## config.mk

```make
export PLATFORM = sky130hd
export DESIGN_NAME = csa_accum_stream_flat
export DESIGN_NICKNAME = d
export VERILOG_FILES = /design/src/rtl/csa_accum_stream_if.sv /design/src/rtl/csa_accum_stream.sv /design/src/flat_wrapper.sv
export SDC_FILE = /design/constraint.sdc
export NUM_CORES = 1
export LEC_CHECK = 0
export ABC_AREA = 1
export CAP_MARGIN = 15
export CORE_ASPECT_RATIO = 1.5
export CORE_MARGIN = 5
export CORE_UTILIZATION = 30
export DETAILED_ROUTE_END_ITERATION = 7
export GPL_ROUTABILITY_DRIVEN = 1
export PLACE_DENSITY = 0.51
export SLEW_MARGIN = 20
export SYNTH_ARGS = -nofsm -noshare
export SYNTH_HDL_FRONTEND = slang
export SYNTH_SLANG_ARGS = --single-unit
```

## constraint.sdc

```tcl
create_clock -name clk -period 1.96 [get_ports clk]
set_clock_uncertainty 0.1 [all_clocks]
set_input_delay 0.588 -clock clk [delete_from_list [all_inputs] [get_ports clk]]
set_output_delay 0.588 -clock clk [all_outputs]
set_load 0.005 [all_outputs]
```

## src/rtl/csa_accum_stream_if.sv

```systemverilog
// Handshake bundle for csa_accum_stream: input beat channel, frame abort,
// and the held result channel. Widths follow the block's parameters.
interface csa_accum_stream_if #(
   parameter int W     = 8,
   parameter int LANES = 2,
   parameter int BEATS = 5
);
   localparam int OW = W + $clog2(LANES * BEATS);
   localparam int CW = $clog2(BEATS + 1);

   logic                 clear;
   logic                 in_valid;
   logic                 in_ready;
   logic [LANES*W-1:0]   in_data;
   logic                 in_last;
   logic                 out_valid;
   logic                 out_ready;
   logic [OW-1:0]        out_sum;
   logic [CW-1:0]        out_beats;

   // Producer/consumer side (drives beats, accepts results)
   modport master (
      output clear, in_valid, in_data, in_last, out_ready,
      input  in_ready, out_valid, out_sum, out_beats
   );

   // Accumulator side
   modport slave (
      input  clear, in_valid, in_data, in_last, out_ready,
      output in_ready, out_valid, out_sum, out_beats
   );
endinterface

```

## src/rtl/csa_accum_stream.sv

```systemverilog
// Streaming multi-operand accumulator. Each accepted beat folds LANES
// operands into a carry-save pair (S, C) through a 3:2 compressor tree, so
// the per-beat path carries no ripple. A single carry-propagate add runs in
// a dedicated RESOLVE cycle, and the total is then held until taken.
module csa_accum_stream #(
   parameter int W     = 8,
   parameter int LANES = 2,
   parameter int BEATS = 5
) (
   input logic                clk,
   input logic                rst,
   csa_accum_stream_if.slave  bus
);
   localparam int OW = W + $clog2(LANES * BEATS);
   localparam int CW = $clog2(BEATS + 1);

   // Number of vectors still to be reduced after `lvl` compressor levels.
   function automatic int ops_at(input int lvl);
      int n;
      n = LANES + 2;
      for (int i = 0; i < lvl; i++) begin
         n = 2 * (n / 3) + n % 3;
      end
      return n;
   endfunction

   // Compressor levels needed to bring LANES+2 vectors down to two.
   function automatic int tree_depth();
      int n;
      int d;
      n = LANES + 2;
      d = 0;
      for (int i = 0; i < 64; i++) begin
         if (n > 2) begin
            n = 2 * (n / 3) + n % 3;
            d++;
         end
      end
      return d;
   endfunction

   localparam int DEPTH = tree_depth();

   typedef enum logic [1:0] {
      ST_ACCUM   = 2'd0,
      ST_RESOLVE = 2'd1,
      ST_OUT     = 2'd2
   } state_t;

   state_t          state_reg, state_next;
   logic [OW-1:0]   s_reg, s_next;
   logic [OW-1:0]   c_reg, c_next;
   logic [CW-1:0]   cnt_reg, cnt_next;
   logic [OW-1:0]   sum_reg, sum_next;
   logic [CW-1:0]   beats_reg, beats_next;

   logic [OW-1:0]   csa_s;
   logic [OW-1:0]   csa_c;

   // Wallace-style reduction: level 0 holds the zero-extended lanes plus the
   // running S and C; each later level groups its predecessor's vectors in
   // threes through full adders and passes any leftover one or two through.
   for (genvar gi = 0; gi <= DEPTH; gi++) begin : g_lvl
      localparam int N = ops_at(gi);
      logic [N-1:0][OW-1:0] v;

      if (gi == 0) begin : g_leaf
         for (genvar gj = 0; gj < LANES; gj++) begin : g_lane
            assign v[gj] = OW'(bus.in_data[gj*W +: W]);
         end
         assign v[LANES]   = s_reg;
         assign v[LANES+1] = c_reg;
      end else begin : g_node
         localparam int P = ops_at(gi - 1);
         localparam int G = P / 3;

         for (genvar gj = 0; gj < G; gj++) begin : g_fa
            logic [OW-1:0] a, b, c;
            assign a = g_lvl[gi-1].v[3*gj];
            assign b = g_lvl[gi-1].v[3*gj+1];
            assign c = g_lvl[gi-1].v[3*gj+2];
            // Carries move one place up; the bit shifted past OW is always
            // zero because the true total fits in OW bits.
            assign v[2*gj]   = a ^ b ^ c;
            assign v[2*gj+1] = ((a & b) | (a & c) | (b & c)) << 1;
         end

         for (genvar gj = 0; gj < P % 3; gj++) begin : g_pass
            assign v[2*G+gj] = g_lvl[gi-1].v[3*G+gj];
         end
      end
   end

   assign csa_s = g_lvl[DEPTH].v[0];
   assign csa_c = g_lvl[DEPTH].v[1];

   assign bus.in_ready  = (state_reg == ST_ACCUM);
   assign bus.out_valid = (state_reg == ST_OUT);
   assign bus.out_sum   = sum_reg;
   assign bus.out_beats = beats_reg;

   // State and datapath registers; reset returns everything to idle at once.
   always_ff @(posedge clk or posedge rst) begin
      if (rst) begin
         state_reg <= ST_ACCUM;
         s_reg     <= '0;
         c_reg     <= '0;
         cnt_reg   <= '0;
         sum_reg   <= '0;
         beats_reg <= '0;
      end else begin
         state_reg <= state_next;
         s_reg     <= s_next;
         c_reg     <= c_next;
         cnt_reg   <= cnt_next;
         sum_reg   <= sum_next;
         beats_reg <= beats_next;
      end
   end

   // Frame sequencing: accumulate beats, resolve once, hold the result;
   // a clear overrides whatever the current state would have done.
   always_comb begin
      state_next = state_reg;
      s_next     = s_reg;
      c_next     = c_reg;
      cnt_next   = cnt_reg;
      sum_next   = sum_reg;
      beats_next = beats_reg;

      case (state_reg)
         ST_ACCUM: begin
            if (bus.in_valid) begin
               s_next   = csa_s;
               c_next   = csa_c;
               cnt_next = cnt_reg + CW'(1);
               if (bus.in_last || (cnt_reg == CW'(BEATS - 1))) begin
                  state_next = ST_RESOLVE;
               end
            end
         end
         ST_RESOLVE: begin
            sum_next   = s_reg + c_reg;
            beats_next = cnt_reg;
            state_next = ST_OUT;
         end
         ST_OUT: begin
            if (bus.out_ready) begin
               s_next     = '0;
               c_next     = '0;
               cnt_next   = '0;
               state_next = ST_ACCUM;
            end
         end
         default: begin
            state_next = ST_ACCUM;
         end
      endcase

      if (bus.clear) begin
         s_next     = '0;
         c_next     = '0;
         cnt_next   = '0;
         sum_next   = sum_reg;
         beats_next = beats_reg;
         state_next = ST_ACCUM;
      end
   end
endmodule

```

## src/flat_wrapper.sv

```systemverilog
// flat-port wrapper written by rule: the top's interface ports become plain ports
module csa_accum_stream_flat 
#(
   parameter int W     = 8,
   parameter int LANES = 2,
   parameter int BEATS = 5
)
  (clk, rst, bus_clear, bus_in_valid, bus_in_data, bus_in_last, bus_out_ready, bus_in_ready, bus_out_valid, bus_out_sum, bus_out_beats);
  csa_accum_stream_if #(.W(W), .LANES(LANES), .BEATS(BEATS)) bus_i ();
  input logic clk;
  input logic rst;
  input wire logic [$bits(bus_i.clear)-1:0] bus_clear;
  input wire logic [$bits(bus_i.in_valid)-1:0] bus_in_valid;
  input wire logic [$bits(bus_i.in_data)-1:0] bus_in_data;
  input wire logic [$bits(bus_i.in_last)-1:0] bus_in_last;
  input wire logic [$bits(bus_i.out_ready)-1:0] bus_out_ready;
  output wire logic [$bits(bus_i.in_ready)-1:0] bus_in_ready;
  output wire logic [$bits(bus_i.out_valid)-1:0] bus_out_valid;
  output wire logic [$bits(bus_i.out_sum)-1:0] bus_out_sum;
  output wire logic [$bits(bus_i.out_beats)-1:0] bus_out_beats;
  assign bus_i.clear = bus_clear;
  assign bus_i.in_valid = bus_in_valid;
  assign bus_i.in_data = bus_in_data;
  assign bus_i.in_last = bus_in_last;
  assign bus_i.out_ready = bus_out_ready;
  assign bus_in_ready = bus_i.in_ready;
  assign bus_out_valid = bus_i.out_valid;
  assign bus_out_sum = bus_i.out_sum;
  assign bus_out_beats = bus_i.out_beats;
  csa_accum_stream #(.W(W), .LANES(LANES), .BEATS(BEATS)) u_core (.clk(clk), .rst(rst), .bus(bus_i));
endmodule
```

==> results.md <==
* Final min period at 1.86 ns
* Combinational Power Share at 38.0%
* P_sw at 1.12 mW
* Type of the worst min-delay path: reg2reg
* Clk buf depth at 2
* Number of synthesized register bits at 42
* Worst-Margin Slew at 0.410 ns
* Placed Area at 3080 um^2
* Starting density of the core at 30.2%
* First-pass GRT wire length at 9330 um
* CP Max Fanout at 2
* Pint at 2.23 mW
* CTS tree: yes
* Mapped Area at 2510 um^2
* Die area at 10300 um^2
* Via density at 4.43
* Clk pwr share at 25.1%
* Clk Latency, worst-skew pair at 0.28 ns
* Fin crit share at 94.7%
* Worst endpoint required time at 1.27 ns
* Gate Count Post-Synth at 275
* Yosys cell types at 25
* Area Overhead vs Synth at 29.1%
* Final wirelength at 5310 um
* Clock Pin Slew Worst Setup and Hold Paths at 0.06 ns
* Ratio of cells with drive above 1 in the final layout at 14.8%
* Crit Path Category: reg2out
* CTS Buf Count at 5
* Clock Root Buffer: clkbuf_16
* Outcome: complete, no violations
* Hold path startpoint: u_core.bus.out_sum[0]
* Ys async rst share at 100%
* Cells along the critical path: clkdlybuf4s50_1
* Primary FF master, synth: dfrtp_1
* Seq pwr share at 36.9%
* Post-synth EDFFs at 0
* Setup tns final at 0 ns
* Num rows at 41
* Max capacitance violation total at 0
* Switch share at 33.4%
* Reg2reg end: u_core.bus.out_sum[10]
* Total Routing Usage GR at 11.3%
* Pre-antenna DRT Iters at 4
* Layout Utilization at 39.0%
* Diodes inserted at 0
* Post-Syn Nets at 325
* Die X at 84.7 um
* Delay-heaviest family, CP: buffers and inverters
* Drt wl/cell at 12.1 um
* R2R depth at 8
* Worst VDD drop at 0.000464 V
* Slowest cell on the critical path: clkdlybuf4s50_1
* Routability cong. at 0.770
* Finish-stage setup viols at 0
* Remaining Overflow, GRT at 0
* Relative slew slack at 72.7%
* Buffers on Ports at 38
* Unrepaired setup endpoints after global routing: false
* DP HPWL at 4070 um
* Post-route ant nets at 0
* Die Y at 122 um
* Worst hold slack at 0.368 ns
* Leak at 1.59 nW
* Worst path max stage delay at 0.52 ns
* CP endpoint kind: primary output
* Hold EP: u_core.bus.out_sum[0]
* Total number of vias at 1936
* Startpoint Class: register
* Iteration-0 DRC Markers at 46
* Post-synthesis sequential area ratio at 41.9%
* Io pins at 39
* Power Density at 1030 nW/um^2
* YS warnings at 0
* Avg Cell Area, Syn at 9.12 um^2
* Core Area at 8310 um^2
* Design Area, Final at 3240 um^2
* Tot Pwr at 3.35 mW
* Crit Reg-Reg Startpoint: u_core.g_lvl[1].g_node.g_fa[0].c[2]
* WP buf/inv at 1
* R2R setup slack at 0.12 ns
* Vias in the first global route at 1985
* Clock sink total at 42
* DRC Markers at 0
* Max Fclk at 539 MHz
* Final Slew Violations at 0
* Critical path arrival at 1.17 ns
* # H-tree levels at 2
* Hold Fails Final Rpt at 0
* Layout net count at 379
* Hold path depth at 2
* Largest net degree at the start of global routing at 43
* Initial antenna violation count at 0
==> metal layers <==
metal  track usage [%]  routed length (um)  vias up
li1                  -                   -      978
met1              13.4                2230      916
met2              20.0                2760       36
met3              2.10                 212        6
met4              4.55                 102        0
met5                 0                   0        -
==> kinds of logic (layout without fill, tap and decap cells) <==
kind of cell	after synthesis	in the layout	share of synthesized area [%]
adders and majority gates	28	28	18.8
AOI/OAI and AO/OA	40	40	10.2
buffers and inverters	56	111	9.97
xor gates and xnor gates	4	4	1.40
DFF	42	42	41.9
and+or+nand+nor	105	105	17.8
==> cell usage in the layout, fill, tap and decap left out, drive strengths merged <==
cell type       n
fa             16
o2111ai         1
nand3          16
inv            51
clkinvlp        1
buf            14
a21oi           5
nor2           13
nand3b          1
clkdlybuf4s50  22
nand2          72
nor3            1
clkinv          1
dlygate4sd2    16
nand4           1
clkbuf          6
xnor2           4
o21ai          20
o211ai          1
ha             12
dfrtp          42
or2             1
o22ai          13
==> worst reg2reg max path: cells and delay by family, from the launching register on <==
family	cells	cell delay, ns
fa+ha+maj	2	0.70
flops	1	0.39
simple gates	6	0.54
==> power by group through the flow <==
| stage | Sequential (mW) | Combinational (mW) | Clock (mW) |
|---|---|---|---|
| 2_1_floorplan | 1.23 | 0.819 | 0 |
| 3_5_place_dp | 1.26 | 1.31 | 0 |
| 6_report | 1.24 | 1.27 | 0.841 |
| 3_3_place_gp | 1.26 | 1.27 | 0 |
| 4_1_cts | 1.24 | 1.31 | 0.864 |
| 5_1_grt | 1.27 | 1.48 | 0.900 |
==> worst max-delay path by stage <==
stage	start	slack (ns)	cells after the start	to
floorplan	bus_in_data[6]	0.04	4	u_core.g_lvl[1].g_node.g_fa[0].c[6]
global route	bus_clear	0.01	8	u_core.g_lvl[1].g_node.g_fa[0].c[11]
CTS	u_core.bus.out_beats[1]	0.09	1	bus_out_beats[1]
global placement	bus_in_data[5]	-0.45	5	u_core.g_lvl[1].g_node.g_fa[0].c[5]
detailed placement	bus_in_data[5]	-0.48	5	u_core.g_lvl[1].g_node.g_fa[0].c[5]
finish	u_core.bus.out_sum[5]	0.10	1	bus_out_sum[5]
==> layout make-up <==
cell class                 instances  area (um^2)
clock buffer                       6          139
clock inverter                     2         12.5
fill                             854         5070
inverter                          51          191
multi-input combinational        177         1220
sequential                        42         1050
tap                              107          134
timing repair buffer              52          490
==> stage by stage <==
stage	instances	setup slack, ns
after floorplan	275	0.0382
after global placement	427	-0.446
after detailed placement	427	-0.484
after CTS	437	0.0906
after global routing	437	0.0143
final	437	0.105
==> cells in the mapped netlist (2+ instances only) <==
cell / number / area (um^2)
nand2_1: 70 / 263
inv_1: 47 / 176
dfrtp_1: 42 / 1050
fa_1: 16 / 320
nand3_1: 16 / 80.1
o22ai_1: 13 / 81.3
ha_1: 12 / 150
nor2_1: 11 / 41.3
o21ai_1: 10 / 50.1
o21ai_2: 6 / 52.6
a21oi_1: 4 / 20.0
buf_6: 4 / 45.0
inv_2: 4 / 15.0
o21ai_0: 4 / 20.0
xnor2_1: 4 / 35.0
nand2_2: 2 / 12.5
nor2_2: 2 / 12.5
==> repair_timing <==
action,CTS,global route
resized for setup,27,0
setup buffers,2,0
hold buffers,0,0
setup endpoints to repair,17,0
Power figures use the tool's default switching activity.
